==> src/rtl/game_flow_if.sv <==
// Handshake bundle between the Breakout flow sequencer and the key/video/game-core side.
// The master modport belongs to the sequencer; the slave modport to whoever drives its flags.
interface game_flow_if;
  logic       ok_flag;
  logic       back_flag;
  logic       frame_start;
  logic       ball_lost;
  logic       level_clear;
  logic [1:0] state;
  logic       game_rst_n;
  logic       ball_rst;
  logic       run_en;
  logic [2:0] lives;
  logic [3:0] level;
  logic       win;

  modport master (
    input  ok_flag, back_flag, frame_start, ball_lost, level_clear,
    output state, game_rst_n, ball_rst, run_en, lives, level, win
  );

  modport slave (
    output ok_flag, back_flag, frame_start, ball_lost, level_clear,
    input  state, game_rst_n, ball_rst, run_en, lives, level, win
  );
endinterface

==> src/rtl/game_flow_ctrl.sv <==
// Breakout screen sequencer: owns START/GAME/PAUSE/END, lives, level, serve delay
// and the game-core reset pulse. All outputs are registered.
module game_flow_ctrl #(
  parameter int LIVES_INIT   = 3,
  parameter int LEVEL_MAX    = 4,
  parameter int SERVE_FRAMES = 60,
  parameter int RST_CYCLES   = 4
) (
  input  logic       vga_clk,
  input  logic       sys_rst_n,
  game_flow_if.master bus
);

  typedef enum logic [1:0] {
    ST_START = 2'd0,
    ST_GAME  = 2'd1,
    ST_END   = 2'd2,
    ST_PAUSE = 2'd3
  } state_t;

  state_t     state_r;
  logic [2:0] lives_r;
  logic [3:0] level_r;
  logic       win_r;
  logic       run_en_r;
  logic       ball_rst_r;
  logic       game_rst_n_r;
  logic [7:0] serve_cnt_r;
  logic [3:0] rst_cnt_r;

  // Core events are meaningless while the core itself is being reset.
  logic lc_s;
  logic bl_s;
  assign lc_s = bus.level_clear & (rst_cnt_r == 4'd0);
  assign bl_s = bus.ball_lost   & (rst_cnt_r == 4'd0);

  // Sequencer state, counters and registered outputs.
  always_ff @(posedge vga_clk) begin
    if (!sys_rst_n) begin
      state_r      <= ST_START;
      lives_r      <= 3'd0;
      level_r      <= 4'd0;
      win_r        <= 1'b0;
      run_en_r     <= 1'b0;
      ball_rst_r   <= 1'b0;
      game_rst_n_r <= 1'b0;
      serve_cnt_r  <= 8'd0;
      rst_cnt_r    <= 4'd0;
    end else begin
      ball_rst_r <= 1'b0;
      run_en_r   <= (state_r == ST_GAME) && (serve_cnt_r == 8'd0) && (rst_cnt_r == 4'd0);

      // game_rst_n rises on the edge where the counter expires.
      if (rst_cnt_r != 4'd0) begin
        rst_cnt_r    <= rst_cnt_r - 4'd1;
        game_rst_n_r <= (rst_cnt_r == 4'd1);
      end else begin
        game_rst_n_r <= 1'b1;
      end

      // Serve countdown; a serve load below overrides this decrement.
      if (bus.frame_start && (state_r == ST_GAME) && (serve_cnt_r != 8'd0)) begin
        serve_cnt_r <= serve_cnt_r - 8'd1;
      end else begin
        serve_cnt_r <= serve_cnt_r;
      end

      case (state_r)
        ST_START: begin
          if (bus.ok_flag) begin
            state_r      <= ST_GAME;
            lives_r      <= 3'(LIVES_INIT);
            level_r      <= 4'd1;
            win_r        <= 1'b0;
            rst_cnt_r    <= 4'(RST_CYCLES);
            game_rst_n_r <= 1'b0;
            serve_cnt_r  <= 8'(SERVE_FRAMES);
          end else begin
            state_r <= ST_START;
          end
        end
        ST_GAME: begin
          if (lc_s && (level_r == 4'(LEVEL_MAX))) begin
            state_r <= ST_END;
            win_r   <= 1'b1;
          end else if (lc_s) begin
            level_r      <= level_r + 4'd1;
            rst_cnt_r    <= 4'(RST_CYCLES);
            game_rst_n_r <= 1'b0;
            serve_cnt_r  <= 8'(SERVE_FRAMES);
          end else if (bl_s && (lives_r <= 3'd1)) begin
            state_r <= ST_END;
            lives_r <= 3'd0;
            win_r   <= 1'b0;
          end else if (bl_s) begin
            lives_r     <= lives_r - 3'd1;
            ball_rst_r  <= 1'b1;
            serve_cnt_r <= 8'(SERVE_FRAMES);
          end else if (bus.back_flag) begin
            state_r <= ST_PAUSE;
          end else begin
            state_r <= ST_GAME;
          end
        end
        ST_PAUSE: begin
          if (bus.back_flag) begin
            state_r <= ST_START;
            lives_r <= 3'd0;
            level_r <= 4'd0;
          end else if (bus.ok_flag) begin
            state_r <= ST_GAME;
          end else begin
            state_r <= ST_PAUSE;
          end
        end
        ST_END: begin
          if (bus.ok_flag || bus.back_flag) begin
            state_r <= ST_START;
          end else begin
            state_r <= ST_END;
          end
        end
        default: begin
          state_r <= ST_START;
        end
      endcase
    end
  end

  assign bus.state      = state_r;
  assign bus.lives      = lives_r;
  assign bus.level      = level_r;
  assign bus.win        = win_r;
  assign bus.run_en     = run_en_r;
  assign bus.ball_rst   = ball_rst_r;
  assign bus.game_rst_n = game_rst_n_r;

endmodule

==> src/flat_wrapper.sv <==
// flat-port wrapper written by rule: the top's interface ports become plain ports
module game_flow_ctrl_flat 
#(
  parameter int LIVES_INIT   = 3,
  parameter int LEVEL_MAX    = 4,
  parameter int SERVE_FRAMES = 60,
  parameter int RST_CYCLES   = 4
)
  (vga_clk, sys_rst_n, bus_ok_flag, bus_back_flag, bus_frame_start, bus_ball_lost, bus_level_clear, bus_state, bus_game_rst_n, bus_ball_rst, bus_run_en, bus_lives, bus_level, bus_win);
  game_flow_if bus_i ();
  input  logic vga_clk;
  input  logic sys_rst_n;
  input wire logic [$bits(bus_i.ok_flag)-1:0] bus_ok_flag;
  input wire logic [$bits(bus_i.back_flag)-1:0] bus_back_flag;
  input wire logic [$bits(bus_i.frame_start)-1:0] bus_frame_start;
  input wire logic [$bits(bus_i.ball_lost)-1:0] bus_ball_lost;
  input wire logic [$bits(bus_i.level_clear)-1:0] bus_level_clear;
  output wire logic [$bits(bus_i.state)-1:0] bus_state;
  output wire logic [$bits(bus_i.game_rst_n)-1:0] bus_game_rst_n;
  output wire logic [$bits(bus_i.ball_rst)-1:0] bus_ball_rst;
  output wire logic [$bits(bus_i.run_en)-1:0] bus_run_en;
  output wire logic [$bits(bus_i.lives)-1:0] bus_lives;
  output wire logic [$bits(bus_i.level)-1:0] bus_level;
  output wire logic [$bits(bus_i.win)-1:0] bus_win;
  assign bus_i.ok_flag = bus_ok_flag;
  assign bus_i.back_flag = bus_back_flag;
  assign bus_i.frame_start = bus_frame_start;
  assign bus_i.ball_lost = bus_ball_lost;
  assign bus_i.level_clear = bus_level_clear;
  assign bus_state = bus_i.state;
  assign bus_game_rst_n = bus_i.game_rst_n;
  assign bus_ball_rst = bus_i.ball_rst;
  assign bus_run_en = bus_i.run_en;
  assign bus_lives = bus_i.lives;
  assign bus_level = bus_i.level;
  assign bus_win = bus_i.win;
  game_flow_ctrl #(.LIVES_INIT(LIVES_INIT), .LEVEL_MAX(LEVEL_MAX), .SERVE_FRAMES(SERVE_FRAMES), .RST_CYCLES(RST_CYCLES)) u_core (.vga_clk(vga_clk), .sys_rst_n(sys_rst_n), .bus(bus_i));
endmodule
==> config.mk <==
export PLATFORM = sky130hd
export DESIGN_NAME = game_flow_ctrl_flat
export DESIGN_NICKNAME = d
export VERILOG_FILES = /design/src/rtl/game_flow_if.sv /design/src/rtl/game_flow_ctrl.sv /design/src/flat_wrapper.sv
export SDC_FILE = /design/constraint.sdc
export NUM_CORES = 1
export LEC_CHECK = 0
export BUFFER_PORTS_ARGS = -buffer_cell sky130_fd_sc_hd__clkbuf_2
export CAP_MARGIN = 20
export CORE_AREA = 5 5 64 66
export CTS_CLUSTER_DIAMETER = 40
export DETAILED_ROUTE_END_ITERATION = 6
export DIE_AREA = 0 0 69 71
export GPL_ROUTABILITY_DRIVEN = 0
export HOLD_SLACK_MARGIN = 0.1
export PLACE_DENSITY = 0.66
export SLEW_MARGIN = 10
export SYNTH_ARGS = -nofsm -noshare
export SYNTH_HDL_FRONTEND = slang
export SYNTH_SLANG_ARGS = --single-unit
==> constraint.sdc <==
create_clock -name vga_clk -period 4.5 [get_ports vga_clk]
set_clock_uncertainty 0.1 [all_clocks]
set_input_delay 1.125 -clock vga_clk [delete_from_list [all_inputs] [get_ports vga_clk]]
set_output_delay 1.125 -clock vga_clk [all_outputs]
set_load 0.005 [all_outputs]
* After elaboration in Yosys (flattened, before gate mapping)
Cells that the tools add are included.
Cells by class: $lt $le $gt $ge 1, multiplexer cells 45, add/sub/neg operators 4, bitwise gates (word level) 4, reduce and logical (&&, ||, !) cells 19, eq/ne operators 14
Operators with widths (number):
- $mux W8 | 6
- $mux W4 | 8
- $mux W3 | 6
- $mux W2 | 8
- $pmux W8 S2 | 1
- $pmux W4 S3 | 1
- $mux W1 | 10
- $pmux W3 S3 | 1
- $logic_not A8 Y1 | 1
- $ne A2 B2 Y1 const B | 4
- $pmux W2 S4 | 1
- $pmux W4 S2 | 1
- $reduce_bool A8 Y1 | 1
- $sub A8 B1 Y8 const B | 1
- $logic_and A1 B1 Y1 | 6
- $ne A3 B3 Y1 const B | 2
- $reduce_and A6 Y1 | 1
- $reduce_and A5 Y1 | 1
- $reduce_or A5 Y1 | 1
- $add A4 B1 Y4 const B | 1
- $eq A2 B2 Y1 const B | 2
- $eq A4 B1 Y1 const B | 1
- $eq A4 B3 Y1 const B | 1
- $logic_not A4 Y1 | 1
- other kinds (17) | 20
Word-level totals: input port bits 7, register bits after elaboration 25, output and inout bits 13, logic and storage cells 96

* Logic depth before layout (Yosys ltp)
Gate-level depths: netlist of run 1.
word-level depth 9, gate-level depth with buffers 7, mapped depth without buffers 6

* Worst setup path after synthesis of run 1
OpenSTA, ideal clock, no wires.
kind input-to-reg, start point input port bus_level_clear, end point register u_core.lives_r[0], in the netlist u_core.bus.lives[0], required time 4314 ps, stages on the path 5, data arrival time 2344 ps, buffers on the path 1, slack 1970 ps, setup time 86 ps, path through buf_2 -> nor2b_1 -> nand2_2 -> or4_1 -> a221oi_2
On the way: cells in the longest elaborated chain, start to end 4, elaborated cells between the ends (all ways) 5, those cells by class 2 x eq/ne; 1 x bitwise; 2 x reduce/logical
RTL lines:
- start, declared | line flat_wrapper.sv:17 | input wire logic [$bits(bus_i.level_clear)-1:0] bus_level_clear;
- $and A1 B1 Y1 * | line game_flow_ctrl.sv:34 | assign lc_s = bus.level_clear & (rst_cnt_r == 4'd0);
- $logic_and A1 B1 Y1 | line game_flow_ctrl.sv:83 | if (lc_s && (level_r == 4'(LEVEL_MAX))) begin
- $ne A2 B2 Y1 (no line)
- $reduce_and A6 Y1 (no line) *
- end signal, assigned | line game_flow_ctrl.sv:72 | lives_r <= 3'(LIVES_INIT);
- end signal, assigned | line game_flow_ctrl.sv:96 | lives_r <= lives_r - 3'd1;
- end, declared | line game_flow_ctrl.sv:22 | logic [2:0] lives_r;
Mark *: on every way between the ends. The rest lies on a longest branch, timed or not. A chain may end at the register's enable or synchronous reset.

* Final worst setup path of run 1
Ends and elaborated chain as after synthesis.

==> results of run 1 <==
cells by family (layout without fill, tap and decap cells):
family                     after synthesis  in the layout  share of synthesized area
adders and majority gates                9              9                    0.07538
and+or+nand+nor                         67             67                     0.2655
AOI/OAI and AO/OA                       46             46                     0.2236
DFF                                     25             25                     0.3350
buffers and inverters                   19             34                    0.05277
xor gates and xnor gates                 7              7                    0.04104
muxes                                    1              1                   0.006700
final timing paths:
path                            start                  end  slack [ns]
hold / removal         u_core.bus.win       u_core.bus.win        0.36
setup / recovery      bus_level_clear  u_core.bus.lives[0]        2.14
hold reg to reg        u_core.bus.win       u_core.bus.win        0.36
setup reg to reg  u_core.rst_cnt_r[0]  u_core.bus.level[2]        2.29
critical path, cell delays in order:
cell	delay, ns
clkbuf_2	0.15
nor2b_1	0.36
nand2_2	0.13
or4_1	0.51
a221oi_2	0.24
stage by stage:
stage                     std cells  power (mW)  hold slack, ns  worst slack [ns]
after global routing            237       1.007          0.3891             2.058
after CTS                       237      0.9173          0.3691             2.180
after global placement          233      0.7937          0.3369             1.877
after detailed placement        233      0.8063          0.3483             1.831
final                           237      0.9155          0.3614             2.139
after floorplan                 174      0.7062          0.3388             1.970
Yosys cell counts (3+ instances only):
master,n,area (um2)
dfxtp_1,25,500.5
nor2_1,18,67.56
inv_1,11,41.29
a21oi_1,9,45.04
ha_1,9,112.6
nor3_1,8,40.04
buf_2,6,30.03
a211oi_1,5,37.54
nand2_1,5,18.77
nand2b_1,5,31.28
xnor2_1,5,43.79
nand3_1,4,20.02
o21ai_0,4,20.02
o31ai_1,4,30.03
a31oi_1,3,18.77
nand4_1,3,18.77
nor2b_1,3,18.77
nor4_1,3,18.77
o21ai_1,3,15.01
per-layer routing:
metal	routed length (um)	share of wire
met1	1514	0.45
met2	1641	0.48
met3	196	0.058
met4	34	0.010
met5	0	0
state kept, by name, summed over array words and instances (netlist names):
register and flops:
u_core.bus.ball_rst 1, u_core.bus.game_rst_n 1, u_core.bus.level 4, u_core.bus.lives 3
u_core.bus.run_en 1, u_core.bus.state 2, u_core.bus.win 1, u_core.rst_cnt_r 4
u_core.serve_cnt_r 8
power by group:
group / switching (mW) / internal [mW]
sequential: 0.0750 / 0.278
clock: 0.0742 / 0.0340
combinational: 0.265 / 0.189
total: 0.414 / 0.502
area by class of cell:
type	instances	area, um2	share of cell area
clock buffer	3	22.52	0.01372
clock inverter	1	7.507	0.004573
inverter	11	41.29	0.02515
multi-input combinational	130	914.6	0.5572
sequential	25	500.5	0.3049
tap	48	60.06	0.03659
timing repair buffer	19	95.09	0.05793
==> run summary, run 1 <==
Total power divided by cell area = 557.7 nW/um2
Core area = 3523 um2
Outcome = completed
Initial antenna violation count = 0
Setup crit end kind = flip-flop
CTS Hold Bufs = 0
Final cycle utilization of the critical path = 0.5246
Number of synthesized flops with an enable pin = 0
Critical path arrival = 2.52 ns
Clock transition at the registers of the reported paths = 0.15 ns
GRT met3 Usage = 0.03693
Syn. warnings = 0
Die area = 4899 um2
Synth Flop Type = dfxtp_1
Layout overhead on the synthesized area = 9.882%
CTS buffer count = 3
Slew Limit Fails = 0
DR vias/cell = 5.768
WL/cell = 14.29 um
CTS sink cnt = 25
Fmax = 0.4236 GHz
Ant. Diodes = 0
# Post-CTS Setup Buffers = 0
MaxCap Viol Count = 0
Num ports = 20
Starting Density = 0.4240
First-pass GRT wire length = 5968 um
GR Layer Usage met2 = 0.2394
Syn_nets = 190
Chip height = 71 um
Pleak = 0.6224 nW
Cells after Synth = 174
Most common cell after layout, fill and taps aside = dfxtp_1
CTS Buffer Depth = 2
Peak VDD IR = 0.3557 mV
Post-DP HPWL = 2619 um
Number of I/O port buffers = 19
FP Rows = 22
Worst min path class = reg -> reg
Post-Syn Area = 1494 um2
Unrepaired setup endpoints after global routing = false
Final wirelength = 3386 um
Drt drc = 0
DR vias = 1,367
TritonCTS clock tree = built
Root Driver = clkbuf_4
H-Tree Level Count = 1
Worst hold stages = 2
Rel. slew slack = 0.6000
Finished Cell Area = 1642 um2
Total GRT Usage = 0.1455
Register-to-Register Path Depth = 6
Final setup viols = 0
Post-CTS sizing = 0
Pre-antenna DRT Iters = 4
Average size of a mapped cell = 8.586 um2
Share of cells above drive strength 1 = 0.1693
Synth cell types = 53
Synthesis-stage register bit count = 25
Largest net degree at the start of global routing = 16
Fin crit period = 2.361 ns
Grt peak-use layer = met2
Slew @ Worst Pin = 0.5848 ns
Clock latency on the worst-skew pair = 0.33 ns
Setup CP Type = in -> reg
Required @ worst endpoint = 4.66 ns
Final nets = 206
Critical path peak fanout = 9
Final Hold Vio Count = 0
Fill count = 357
Most frequent cells in the layout = dfxtp_1, clkbuf_2, nor2_1
Vias in the first global route = 1,301
Placed inst area = 1612 um2
Die Span X = 69 um
Final Util = 0.4659
Startpoint types = primary input
Final ANT Viol Nets = 0
FFs w/ async S/R, synth = 0
DR iter-0 viols = 136
Register area share after synthesis = 0.3350
GR Overflow Total = 0
Setup_tns = 0 ns
GR Util met1 = 0.1825
Note: power is estimated with default switching activity, not from simulation.
==> run 2: changes to the inputs <==
PLACE_DENSITY = 0.69   (was 0.66)
clock period = 2.1 ns   (was 4.5 ns; I/O delays follow)
==> run 2 against run 1 <==
  * Clock power grew 110%
  * Largest power group unchanged
  * Critical endpoint unchanged
  * Setup slack lost 2.1 ns
  * Sequential share of layout area is 1.6 points lower
  * Critical path depth rose by 1
  * Flip-flop and latch count is the same
  * Register-to-register slack lost 2.2 ns
  * Critical path type is now reg -> reg
  * Cell count increased by 5.1%
  * Die area stayed put
==> run summary, run 2 (synthesized netlist as in run 1, its figures left out) <==
Outcome = completed
Peak VDD IR = 0.7360 mV
Maximum single-stage delay on the critical path = 0.50 ns
Final ANT Viol Nets = 0
Fill count = 372
Final Hold Slack = 0.3553 ns
Clock transition at the registers of the reported paths = 0.15 ns
FF/Latch Area = 503.0 um2
GR Util met1 = 0.2034
Fin crit period = 2.029 ns
Multi-input combinational cell area = 927.1 um2
First-pass GRT wire length = 6030 um
Final cycle utilization of the critical path = 0.9662
H-Tree Level Count = 1
Largest Register = u_core.serve_cnt_r
TritonCTS clock tree = built
Initial antenna violation count = 0
Die Span X = 69 um
DR vias/cell = 5.486
Rel. slew slack = 0.6883
Min-delay src = u_core.bus.win
Setup crit end kind = flip-flop
Critical path arrival = 2.19 ns
Final nets = 218
Final Util = 0.4950
Fmax = 0.4928 GHz
Chip height = 71 um
Worst min path class = reg -> reg
Setup Slack @ Placement = 0.1297 ns
Grt peak-use layer = met2
CTS buffer count = 3
Final Hold Vio Count = 0
Finished Cell Area = 1744 um2
Crit path max-delay family = simple AND/OR/NAND/NOR gates
Critical path, cell by cell = inv_2, ha_2, nor3b_4, nand2_2, or4_1, a221oi_2
CP bufs+invs = 1
Die area = 4899 um2
Post-DP HPWL = 2595 um
Total GRT Usage = 0.1459
Critical path origin = u_core.rst_cnt_r[0]
Most common cell after layout, fill and taps aside = dfxtp_1
MaxCap Viol Count = 0
DR iter-0 viols = 132
Num ports = 20
Most frequent cells in the layout = dfxtp_1, clkbuf_2, nor2_1
CTS sink cnt = 25
CTS Buffer Depth = 2
Slew Limit Fails = 0
FP Rows = 22
Slew @ Worst Pin = 0.4636 ns
GRT met3 Usage = 0.03125
CTS Hold Bufs = 0
Root Driver = clkbuf_4
Ant. Diodes = 0
Reg2Reg Launch Point = u_core.rst_cnt_r[0]
CP max-delay cell = or4_1
Max FFs per register = 8
Required @ worst endpoint = 2.26 ns
Layout overhead on the synthesized area = 16.75%
GR Layer Usage met2 = 0.2267
Final Power = 2.142 mW
Setup CP Type = reg -> reg
DR vias = 1,366
Total power divided by cell area = 1228 nW/um2
Core area = 3523 um2
Startpoint types = flip-flop
Final wirelength = 3465 um
GR Overflow Total = 0
Placed inst area = 1687 um2
Starting Density = 0.4240
WL/cell = 13.92 um
Final worst setup slack = 0.07091 ns
Critical path peak fanout = 5
Pre-antenna DRT Iters = 4
Vias in the first global route = 1,305
Clock latency on the worst-skew pair = 0.33 ns
Drt drc = 0
Number of I/O port buffers = 19
Final setup viols = 0
Share of cells above drive strength 1 = 0.2438
Largest net degree at the start of global routing = 15
Pleak = 0.6841 nW
==> run 2: metal layers <==
layer  wire (um)  part of all wire  up-vias
met3         206             0.059        6
li1            -                 -      700
met2        1500              0.43       40
met5           0                 0        -
met4          40             0.012        0
met1        1717              0.50      620
==> run 2: what timing repair did <==
| item | in CTS | in global routing |
|---|---|---|
| gates resized for setup | 0 | 7 |
| endpoints found under the setup margin | 0 | 3 |
| setup buffers | 0 | 2 |
| endpoints found under the hold margin | 0 | 0 |
==> run 2: layout make-up <==
type | instances | area share
clock buffers | 3 | 0.01291
clock inverters | 1 | 0.002869
inverters | 11 | 0.02367
multi-input cells | 130 | 0.5316
flip-flops and latches | 25 | 0.2884
well taps | 48 | 0.03443
repair buffers | 31 | 0.1062
==> run 2: path summary, 6_finish.rpt <==
path | end | slack (ns) | cells past startpoint
worst max-delay path | u_core.bus.lives[0] | 0.07 | 6
worst min-delay path | u_core.bus.win | 0.36 | 2
worst max register to register | u_core.bus.lives[0] | 0.07 | 6
worst min register to register | u_core.bus.win | 0.36 | 2
==> run 2: worst reg2reg max path: stages (launching register included) <==
cell      delay, ns
dfxtp_2        0.36
inv_2          0.07
ha_2           0.18
nor3b_4        0.36
nand2_2        0.14
or4_1          0.50
a221oi_2       0.24
==> run 2: per-stage QoR <==
| stage | setup TNS (ns) | cells |
|---|---|---|
| after floorplan | 0 | 174 |
| after global placement | 0 | 243 |
| after detailed placement | 0 | 243 |
| after CTS | 0 | 247 |
| after global routing | -0.03429 | 249 |
| final | 0 | 249 |
==> run 2: where the power goes <==
group	switching [mW]	leakage [nW]	internal, mW
combinational	0.612	0.460	0.536
sequential	0.165	0.206	0.600
clock	0.157	0.0177	0.0715
total	0.935	0.684	1.21
==> run 3: changes to the inputs <==
CORE_AREA = 5 5 68 70   (was 5 5 64 66)
DIE_AREA = 0 0 73 75   (was 0 0 69 71)
PLACE_DENSITY = 0.62   (was 0.69)
==> run 3 against run 2 <==
  * Via count is 0.51% lower
  * Critical path type unchanged
  * Setup slack improved by 0.045 ns
  * Routed wire length fell by 0.75%
  * Highest routed layer unchanged
  * Cell count increased by 0.40%
  * Total power down 0.60%
  * Design area unchanged
  * Worst hold slack got worse by 0.0080 ns
==> run summary, run 3 (synthesized netlist as in run 1, its figures left out) <==
Initial antenna violation count = 0
Root Driver = clkbuf_8
Post-DP HPWL = 2638 um
MaxCap Viol Count = 0
Clock transition at the registers of the reported paths = 0.09 ns
Pre-antenna DRT Iters = 4
WL/cell = 13.76 um
CTS sink cnt = 25
Chip height = 75 um
# Post-CTS Setup Buffers = 0
DR vias/cell = 5.436
Critical path arrival = 2.08 ns
Final wirelength = 3439 um
Most common cell after layout, fill and taps aside = dfxtp_1
Fin crit period = 1.984 ns
Share of cells above drive strength 1 = 0.2150
Final Hold Vio Count = 0
Die Span X = 73 um
Total GRT Usage = 0.1344
Peak VDD IR = 0.4813 mV
Final ANT Viol Nets = 0
Largest net degree at the start of global routing = 14
TritonCTS clock tree = built
Setup CP Type = reg -> reg
DR vias = 1,359
FP Rows = 23
Final cycle utilization of the critical path = 0.9446
Core area = 3914 um2
Num ports = 20
Final setup viols = 0
Ant. Diodes = 0
Most frequent cells in the layout = dfxtp_1, clkbuf_2, nor2_1
Die area = 5475 um2
CTS Buffer Depth = 2
Total power divided by cell area = 1221 nW/um2
Unrepaired setup endpoints after global routing = true
H-Tree Level Count = 1
Startpoint types = flip-flop
Worst min path class = reg -> reg
Layout overhead on the synthesized area = 16.75%
Slew @ Worst Pin = 0.4762 ns
Rel. slew slack = 0.6743
First-pass GRT wire length = 5878 um
Final worst setup slack = 0.1163 ns
Final Power = 2.130 mW
Max FFs per register = 8
Setup crit end kind = flip-flop
Starting Density = 0.3817
Vias in the first global route = 1,319
Outcome = completed
Final Util = 0.4457
DR iter-0 viols = 79
Setup Slack @ Placement = 0.1079 ns
GR Overflow Total = 0
Slew Limit Fails = 0
Final nets = 217
Largest Register = u_core.serve_cnt_r
Fill count = 418
Clock latency on the worst-skew pair = 0.27 ns
Required @ worst endpoint = 2.19 ns
Drt drc = 0
Critical path peak fanout = 4
Pleak = 0.6843 nW
Number of I/O port buffers = 19
CTS buffer count = 3
Fmax = 0.5041 GHz
[run 3: what timing repair did]
action                     CTS  global route
resized for setup            0             1
setup endpoints to repair    0             4
hold buffers                 0             0
[run 3: worst paths after layout]
kind,startpoint,endpoint,slack [ns],depth (start not counted)
hold reg to reg,u_core.bus.win,u_core.bus.win,0.35,2
hold / removal,u_core.bus.win,u_core.bus.win,0.35,2
setup / recovery,u_core.rst_cnt_r[0],u_core.bus.lives[0],0.12,6
setup reg to reg,u_core.rst_cnt_r[0],u_core.bus.lives[0],0.12,6
[run 3: final cells by class]
class                      instances  area [um2]  area share
multi-input combinational        130       917.1      0.5258
sequential                        25       500.5      0.2869
timing repair buffer              30       177.7      0.1019
tap                               50       62.56     0.03587
clock buffer                       4       45.04     0.02583
inverter                          11       41.29     0.02367
[run 3: worst max-delay path, stage by stage, from the launching register on]
cell and delay, ns:
dfxtp_1 0.34, inv_1 0.12, ha_1 0.20, nor3b_4 0.31
nand2_2 0.11, or4_1 0.50, a221oi_2 0.24
[run 3: per-layer routing]
metal	vias to the layer above	global-route usage	part of all wire
li1	694	-	-
met5	-	0	0
met1	636	0.1824	0.49
met4	0	0.03893	0.0093
met3	4	0.02670	0.043
met2	25	0.2165	0.45
[run 3: stage by stage]
stage | cell area (um2) | TNS (ns) | hold WS [ns] | instances
after floorplan | 1494 | 0 | 0.3388 | 174
after global placement | 1697 | 0 | 0.3350 | 246
after detailed placement | 1697 | 0 | 0.3409 | 246
after CTS | 1742 | 0 | 0.3540 | 250
after global routing | 1744 | -0.01758 | 0.4115 | 250
final | 1744 | 0 | 0.3473 | 250
[run 3: report_power, final]
group / switching, mW / internal [mW]
Clock: 0.156 / 0.136
Combinational: 0.581 / 0.501
Sequential: 0.160 / 0.597
